**config.mk**
```make
export PLATFORM = sky130hd
export DESIGN_NAME = lutff_reduce_pipe
export DESIGN_NICKNAME = d
export VERILOG_FILES = /design/src/rtl/lutff_pkg.sv /design/src/rtl/lutff_reduce_stage.sv /design/src/rtl/lutff_reduce_pipe.sv
export SDC_FILE = /design/constraint.sdc
export NUM_CORES = 1
export LEC_CHECK = 0
export CAP_MARGIN = 30
export CORE_ASPECT_RATIO = 0.8
export CORE_MARGIN = 2
export CORE_UTILIZATION = 45
export CTS_CLUSTER_SIZE = 8
export DETAILED_ROUTE_END_ITERATION = 8
export PLACE_DENSITY = 0.77
export SYNTH_ARGS = -nofsm -noshare
export SYNTH_HDL_FRONTEND = slang
export SYNTH_SLANG_ARGS = --single-unit
```
**constraint.sdc**
```tcl
create_clock -name clk -period 2.05 [get_ports clk]
set_input_delay 0.5125 -clock clk [delete_from_list [all_inputs] [get_ports clk]]
set_output_delay 0.5125 -clock clk [all_outputs]
set_load 0.03 [all_outputs]
```
**src/rtl/lutff_pkg.sv**
```systemverilog
// Shared op encoding and tree-sizing helpers for the LUT reduction pipe.
package lutff_pkg;

  typedef logic [1:0] op_t;

  localparam op_t OP_XOR  = 2'b00;
  localparam op_t OP_XNOR = 2'b01;
  localparam op_t OP_AND  = 2'b10;
  localparam op_t OP_OR   = 2'b11;

  // Word width entering tree level n (level 0 sees the raw input word).
  function automatic int lvl_width(int width, int k, int n);
    int w;
    w = width;
    for (int i = 0; i < n; i++) w = (w + k - 1) / k;
    return w;
  endfunction

  // Number of registered levels to reach one bit; a 1-bit word still gets one level.
  function automatic int clog_k(int width, int k);
    int w;
    int l;
    w = width;
    l = 0;
    while (w > 1) begin
      w = (w + k - 1) / k;
      l++;
    end
    return (l < 1) ? 1 : l;
  endfunction

  // Pad value that leaves a group's result unchanged.
  function automatic logic op_identity(op_t op);
    return (op == OP_AND);
  endfunction

endpackage

```
**src/rtl/lutff_reduce_stage.sv**
```systemverilog
// One registered tree level: LUT_K-bit groups reduced by the word's op.
module lutff_reduce_stage
  import lutff_pkg::*;
#(
  parameter int IN_W  = 16,
  parameter int LUT_K = 4,
  parameter bit FINAL = 1'b0,
  localparam int OUT_W = (IN_W + LUT_K - 1) / LUT_K
) (
  input  logic             clk,
  input  logic             rst,
  input  logic             adv,
  input  logic             in_vld,
  input  op_t              in_op,
  input  logic [IN_W-1:0]  in_data,
  output logic             out_vld,
  output op_t              out_op,
  output logic [OUT_W-1:0] out_data
);

  localparam int PAD_W = OUT_W * LUT_K;

  logic [PAD_W-1:0] padded;
  logic [OUT_W-1:0] red;

  // Fill the ragged last group with the op identity so it cannot bias the result.
  always_comb begin
    padded = {PAD_W{op_identity(in_op)}};
    padded[IN_W-1:0] = in_data;
  end

  for (genvar g = 0; g < OUT_W; g++) begin : g_grp
    logic [LUT_K-1:0] grp;
    logic             r;
    assign grp = padded[g*LUT_K +: LUT_K];

    // XNOR rides the tree as XOR; only the last level inverts.
    always_comb begin
      r = ^grp;
      case (in_op)
        OP_AND:  r = &grp;
        OP_OR:   r = |grp;
        default: r = ^grp;
      endcase
      if (FINAL && (in_op == OP_XNOR)) r = ~r;
    end

    assign red[g] = r;
  end

  // Advance with the global enable; bubbles move valid only so data holds its last value.
  always_ff @(posedge clk or posedge rst) begin
    if (rst) begin
      out_vld  <= 1'b0;
      out_op   <= OP_XOR;
      out_data <= '0;
    end else if (adv) begin
      out_vld <= in_vld;
      if (in_vld) begin
        out_op   <= in_op;
        out_data <= red;
      end
    end
  end

endmodule

```
**src/rtl/lutff_reduce_pipe.sv**
```systemverilog
// Pipelined WIDTH->1 reduction tree with valid/ready on both sides.
module lutff_reduce_pipe
  import lutff_pkg::*;
#(
  parameter int WIDTH = 16,
  parameter int LUT_K = 4
) (
  input  logic             clk,
  input  logic             rst,
  input  logic             in_valid,
  output logic             in_ready,
  input  logic [WIDTH-1:0] in_data,
  input  logic [1:0]       in_op,
  output logic             out_valid,
  input  logic             out_ready,
  output logic             out_data
);

  localparam int LEVELS = clog_k(WIDTH, LUT_K);

  logic             adv;
  logic [LEVELS:0]  vld_pipe;

  // Whole pipe moves together: it only stalls when a result sits unclaimed.
  assign adv         = !out_valid || out_ready;
  assign in_ready    = adv;
  assign vld_pipe[0] = in_valid;
  assign out_valid   = vld_pipe[LEVELS];

  for (genvar i = 0; i < LEVELS; i++) begin : g_lvl
    localparam int IW = lvl_width(WIDTH, LUT_K, i);
    localparam int OW = lvl_width(WIDTH, LUT_K, i + 1);

    op_t           op_i;
    op_t           op_o;
    logic [IW-1:0] d_i;
    logic [OW-1:0] d_o;

    if (i == 0) begin : g_src
      assign op_i = op_t'(in_op);
      assign d_i  = in_data;
    end else begin : g_chain
      assign op_i = g_lvl[i-1].op_o;
      assign d_i  = g_lvl[i-1].d_o;
    end

    lutff_reduce_stage #(
      .IN_W  (IW),
      .LUT_K (LUT_K),
      .FINAL (i == LEVELS - 1)
    ) u_stage (
      .clk      (clk),
      .rst      (rst),
      .adv      (adv),
      .in_vld   (vld_pipe[i]),
      .in_op    (op_i),
      .in_data  (d_i),
      .out_vld  (vld_pipe[i+1]),
      .out_op   (op_o),
      .out_data (d_o)
    );
  end

  assign out_data = g_lvl[LEVELS-1].d_o[0];

endmodule

```
== Yosys cells after proc, flatten, opt, wreduce, memory -nomap -nowiden ==
Index checks and enable logic that the tools add are counted.
Word-level totals
  register bits: 9
  output and inout bits: 3
  logic and storage cells: 36
  input port bits: 22
Cells by class
  equality and inequality tests: 5
  reduce and logical (&&, ||, !) cells: 19
  bitwise operators: 1
  multiplexer cells: 6
Operators with widths (count)
  $reduce_and 4->1: 5
  $reduce_or 4->1: 5
  $reduce_xor 4->1: 5
  $pmux 1 s2: 5
  $eq 2x2->1 const B: 4
  $reduce_and 2->1: 2
  $eq 2x1->1 const B: 1
  $logic_not 1->1: 1
  $logic_or 1x1->1: 1
  $mux 1: 1
  $not 1->1: 1

== Logic depth before layout (Yosys ltp) ==
  depth in word-level cells: 4
  mapped depth: 5
  mapped depth without buffers: 5

== Modules after synthesis ==
Synthesis repeated with hierarchy kept, for this count alone.
Second synthesis, totals
  cell total of the unflattened synthesis: 95
  area total of the unflattened synthesis: 912.1 um^2
Modules (own cells, without submodules)
  lutff_reduce_stage at g_lvl[0].u_stage: cells an instance 69, area each 643.1 um^2, seq. area each 175.2 um^2, times used 1
  lutff_reduce_stage at g_lvl[1].u_stage: cells an instance 25, area each 262.8 um^2, seq. area each 100.1 um^2, times used 1
  lutff_reduce_pipe: cells an instance 1, area each 6.3 um^2, seq. area each 0.0 um^2, times used 1

== Worst setup path before layout ==
Ideal clock, no wire load.
  path type: reg-to-reg
  start point: reg g_lvl[0].u_stage.out_data[2]
  end point: reg g_lvl[1].u_stage.out_data
  stages on the path, launching flop included: 6
  library setup time: 0.121 ns
  setup slack: 0.525 ns
  clock period less this slack: 1.525 ns
  data required time: 1.929 ns
  buffers on the path: 0
  arrival time: 1.404 ns
  cells stage by stage: dfrtp_1 > inv_1 > ha_1 > xor3_1 > o211a_1 > a22o_1
Between the ends
  longest elaborated chain between the ends: 4
  elaborated cells on any way between the ends: 6
  those cells by class: mux (2); bitwise (1); reduce/logical (3)
Ends and longest elaborated chain
  from (decl): RTL line lutff_reduce_stage.sv:18  | output logic [OUT_W-1:0] out_data
  from (signal assigned): RTL line lutff_reduce_stage.sv:61  | out_data <= red;
  $reduce_xor 4->1 (tied with other cells)
  $pmux 1 s2 *: RTL line lutff_reduce_stage.sv:40  | case (in_op)
  $not 1->1: RTL line lutff_reduce_stage.sv:45  | if (FINAL && (in_op == OP_XNOR)) r = ~r;
  $mux 1 *: RTL line lutff_reduce_stage.sv:45
  to (signal assigned): RTL line lutff_reduce_stage.sv:61
  to (decl): RTL line lutff_reduce_stage.sv:18
Mark *: on every way between the ends. The rest lies on a longest branch, timed or not.
A chain may end at the register's enable or synchronous reset.

== Final worst setup path ==
  start point: in out_ready
  end point: out in_ready
Between the ends
  longest elaborated chain between the ends: 1
Ends and longest elaborated chain
  from (decl): RTL line lutff_reduce_pipe.sv:15  | input logic out_ready,
  $logic_or 1x1->1: RTL line lutff_reduce_pipe.sv:25  | assign adv = !out_valid || out_ready;
  to (decl): RTL line lutff_reduce_pipe.sv:11  | output logic in_ready,
Every way passes these cells.

==> metrics.yaml <==
logic_synthesis:
  ys_seq_elements: 9
  ys_warn_count: 0
  synthesis.nets: 132
  yosysTopAreaCell: "ha_1"
  ys_types: 21
  syn_inst: 90
  yosysSeqAreaShare: 0.264
  synthTopCellsByArea: "ha_1, dfrtp_1, inv_1"
  netlist.area_leader.share: 0.294
  syn_area_per_cell_sq_um: 9.47
  synthesis.area_sq_um: 852
die:
  die_area_sq_mm: 0.00226
  die-height_microns: 42.9
  rows: 14
  die_width_microns: 52.7
  pin_count: 25
  core_area_sq_mm: 0.00184
  start_util: 0.463
setup_path:
  r2r_end: "g_lvl[1].u_stage.out_data$_DFFE_PP0P_"
  crit_arrival_ns: 1.34
  cp-end-kind: "output port"
  regToRegSetupSlack_ns: 0.38
  worstSetupPathType: "in -> out"
  reg2reg_from: "g_lvl[0].u_stage.out_data[2]$_DFFE_PP0P_"
  cp.required_ns: 1.54
  cp-start-kind: "primary input"
  crit_fanout: 5
  crit_end: "in_ready"
  startpoint: "out_ready"
  ff2ff_path_depth: 5
global_routing:
  grt_pass1_vias: 738
  antenna_found_initial: 0
  grt_use_met2: 0.303
  use_met3: 0.0317
  grt_overflow_total: 0
  busiest_layer: "met2"
  grt_pass1_wl_mm: 2.95
  grt_max_degree: 10
  grt_util_met1: 0.214
  grt_usage: 0.173
sta:
  setup_viol: 0
  rsz0062_at_grt: "false"
  slew_viol_final: 0
  tns_ns: 0
  finalHoldViolations: 0
  finClkSkew_ns: 0.00860
  worstMarginPinSlew_ns: 0.329
  fin_crit_ns: 1.85
  fin_ws_ns: 0.195
  max-slew-margin-rel: 0.781
  min_period_over_period: 0.905
  fmax_ghz: 0.539
cts:
  ctsRootBufferMaster: "clkbuf_4"
  cts.repair.resized: 0
  clk_pin_slew_worst_paths_ns: 0.07
  ctsHtreeMaxLevel: 1
  tritoncts: "yes"
  clock_latency_ns: 0.26
  post-cts-setup-buffers: 0
  cts_buffers: 3
  cts_sinks: 9
  cts_buffer_depth: 2
  cts_hold_buf: 0
placed_design:
  hpwl_mm: 1.35
  gp_congestion: 0.790
  io_buffer_count: 24
  place_ws_ns: 0.161
power:
  p_seq_frac: 0.367
  power_uw: 672
  power_leakage_uw: 0.000618
  pwr-share-clk: 0.197
  netSwitchingFraction: 0.325
  power_density_mw_per_mm2: 584
  peakVddDrop_mv: 0.378
  p_int_uw: 454
  power_frac_comb: 0.436
  p_switching_uw: 218
drt:
  via_per_inst: 4.91
  drt-total-wl_mm: 1.54
  wl_per_cell_microns: 10.9
  num_vias: 697
  drcViolationCount: 0
  antenna_left: 0
  drt_iter0_drc: 6
  dr.pass1.iters: 4
outcome:
  status: "finished, final reports clean"
final_layout:
  final_cell_mix: "inv_1, clkdlybuf4s50_1, ha_1"
  n_antenna_cell: 0
  area_growth_pct: 34.9
  drive_gt1_frac: 0.0763
  nets: 161
job:
  drv_cap: 0
min_path:
  holdCritPathClass: "in -> async"
-- power by group through the flow --
stage	sequential, uW	clock [uW]	combinational (uW)
after CTS	247	135	296
after global placement	249	0	284
after floorplan	267	0	161
after global routing	252	148	327
final	247	133	293
after detailed placement	250	0	294
-- critical path: stages --
cell	delay (ns)
clkdlybuf4s50_1	0.44
nand2b_1	0.19
buf_4	0.20
-- metal layers --
layer / wire [microns] / vias to the layer above
met5: 0 / -
met4: 0 / 0
met3: 37 / 0
met2: 799 / 12
met1: 707 / 331
li1: - / 354
-- flip-flops by register name (all words and copies together) (netlist names) --
signal and flops:
g_lvl.u_stage.out_data 5, g_lvl.u_stage.out_vld 2, g_lvl.u_stage.out_op 2
-- logic make-up (layout without fill, tap and decap cells) --
| kind of cell | count (synthesis) | in the layout | share of synthesized area |
|---|---|---|---|
| xor gates and xnor gates | 5 | 5 | 0.0690 |
| adders and majority gates | 20 | 20 | 0.294 |
| muxes | 2 | 2 | 0.0264 |
| DFF | 9 | 9 | 0.264 |
| AOI/OAI and AO/OA | 17 | 17 | 0.153 |
| and+or+nand+nor | 13 | 13 | 0.0867 |
| buffers and inverters | 24 | 52 | 0.107 |
-- layout make-up --
type                       instances  area [sq um]
multi-input combinational         57           536
inverter                          23          86.3
tap                               24          30.0
sequential                         9           225
fill                             162           689
clock buffer                       3          22.5
timing repair buffer              25           245
clock inverter                     1          5.00
-- cells in the mapped netlist --
| library cell | instances |
|---|---|
| xor3_1 | 1 |
| dfrtp_1 | 9 |
| nand2_1 | 6 |
| and3_1 | 1 |
| a211oi_1 | 3 |
| nor2b_1 | 1 |
| o21ai_0 | 2 |
| o211a_1 | 1 |
| ha_1 | 20 |
| and3b_1 | 3 |
| o211ai_1 | 4 |
| xor2_1 | 4 |
| mux2_2 | 2 |
| nand2_2 | 1 |
| a22o_1 | 1 |
| inv_1 | 23 |
| buf_2 | 1 |
| a221oi_1 | 1 |
| nand2b_1 | 1 |
| a21oi_1 | 1 |
| o2bb2ai_1 | 4 |
-- how the worst min path moves through the flow --
| stage | start | endpoint | cells after the start | slack [ns] |
|---|---|---|---|---|
| 6_report | rst | g_lvl[1].u_stage.out_data$_DFFE_PP0P_ | 2 | 0.50 |
| 5_1_grt | rst | g_lvl[1].u_stage.out_data$_DFFE_PP0P_ | 2 | 0.54 |
| 4_1_cts | rst | g_lvl[1].u_stage.out_data$_DFFE_PP0P_ | 2 | 0.51 |
| 3_5_place_dp | g_lvl[1].u_stage.out_data$_DFFE_PP0P_ | g_lvl[1].u_stage.out_data$_DFFE_PP0P_ | 1 | 0.50 |
| 3_3_place_gp | g_lvl[0].u_stage.out_vld$_DFFE_PP0N_ | g_lvl[1].u_stage.out_vld$_DFFE_PP0N_ | 2 | 0.49 |
| 2_1_floorplan | rst | g_lvl[0].u_stage.out_data[0]$_DFFE_PP0P_ | 1 | 0.34 |
-- stage by stage --
| stage | cells | area (sq um) | hold WS [ns] | util |
|---|---|---|---|---|
| 6_report | 142 | 1150 | 0.501 | 0.625 |
| 5_1_grt | 142 | 1150 | 0.538 | 0.625 |
| 4_1_cts | 142 | 1150 | 0.513 | 0.625 |
| 3_5_place_dp | 138 | 1120 | 0.500 | 0.610 |
| 3_3_place_gp | 138 | 1120 | 0.493 | 0.610 |
| 2_1_floorplan | 90 | 852 | 0.340 | - |
No activity file was read; power rests on OpenSTA's default activity.
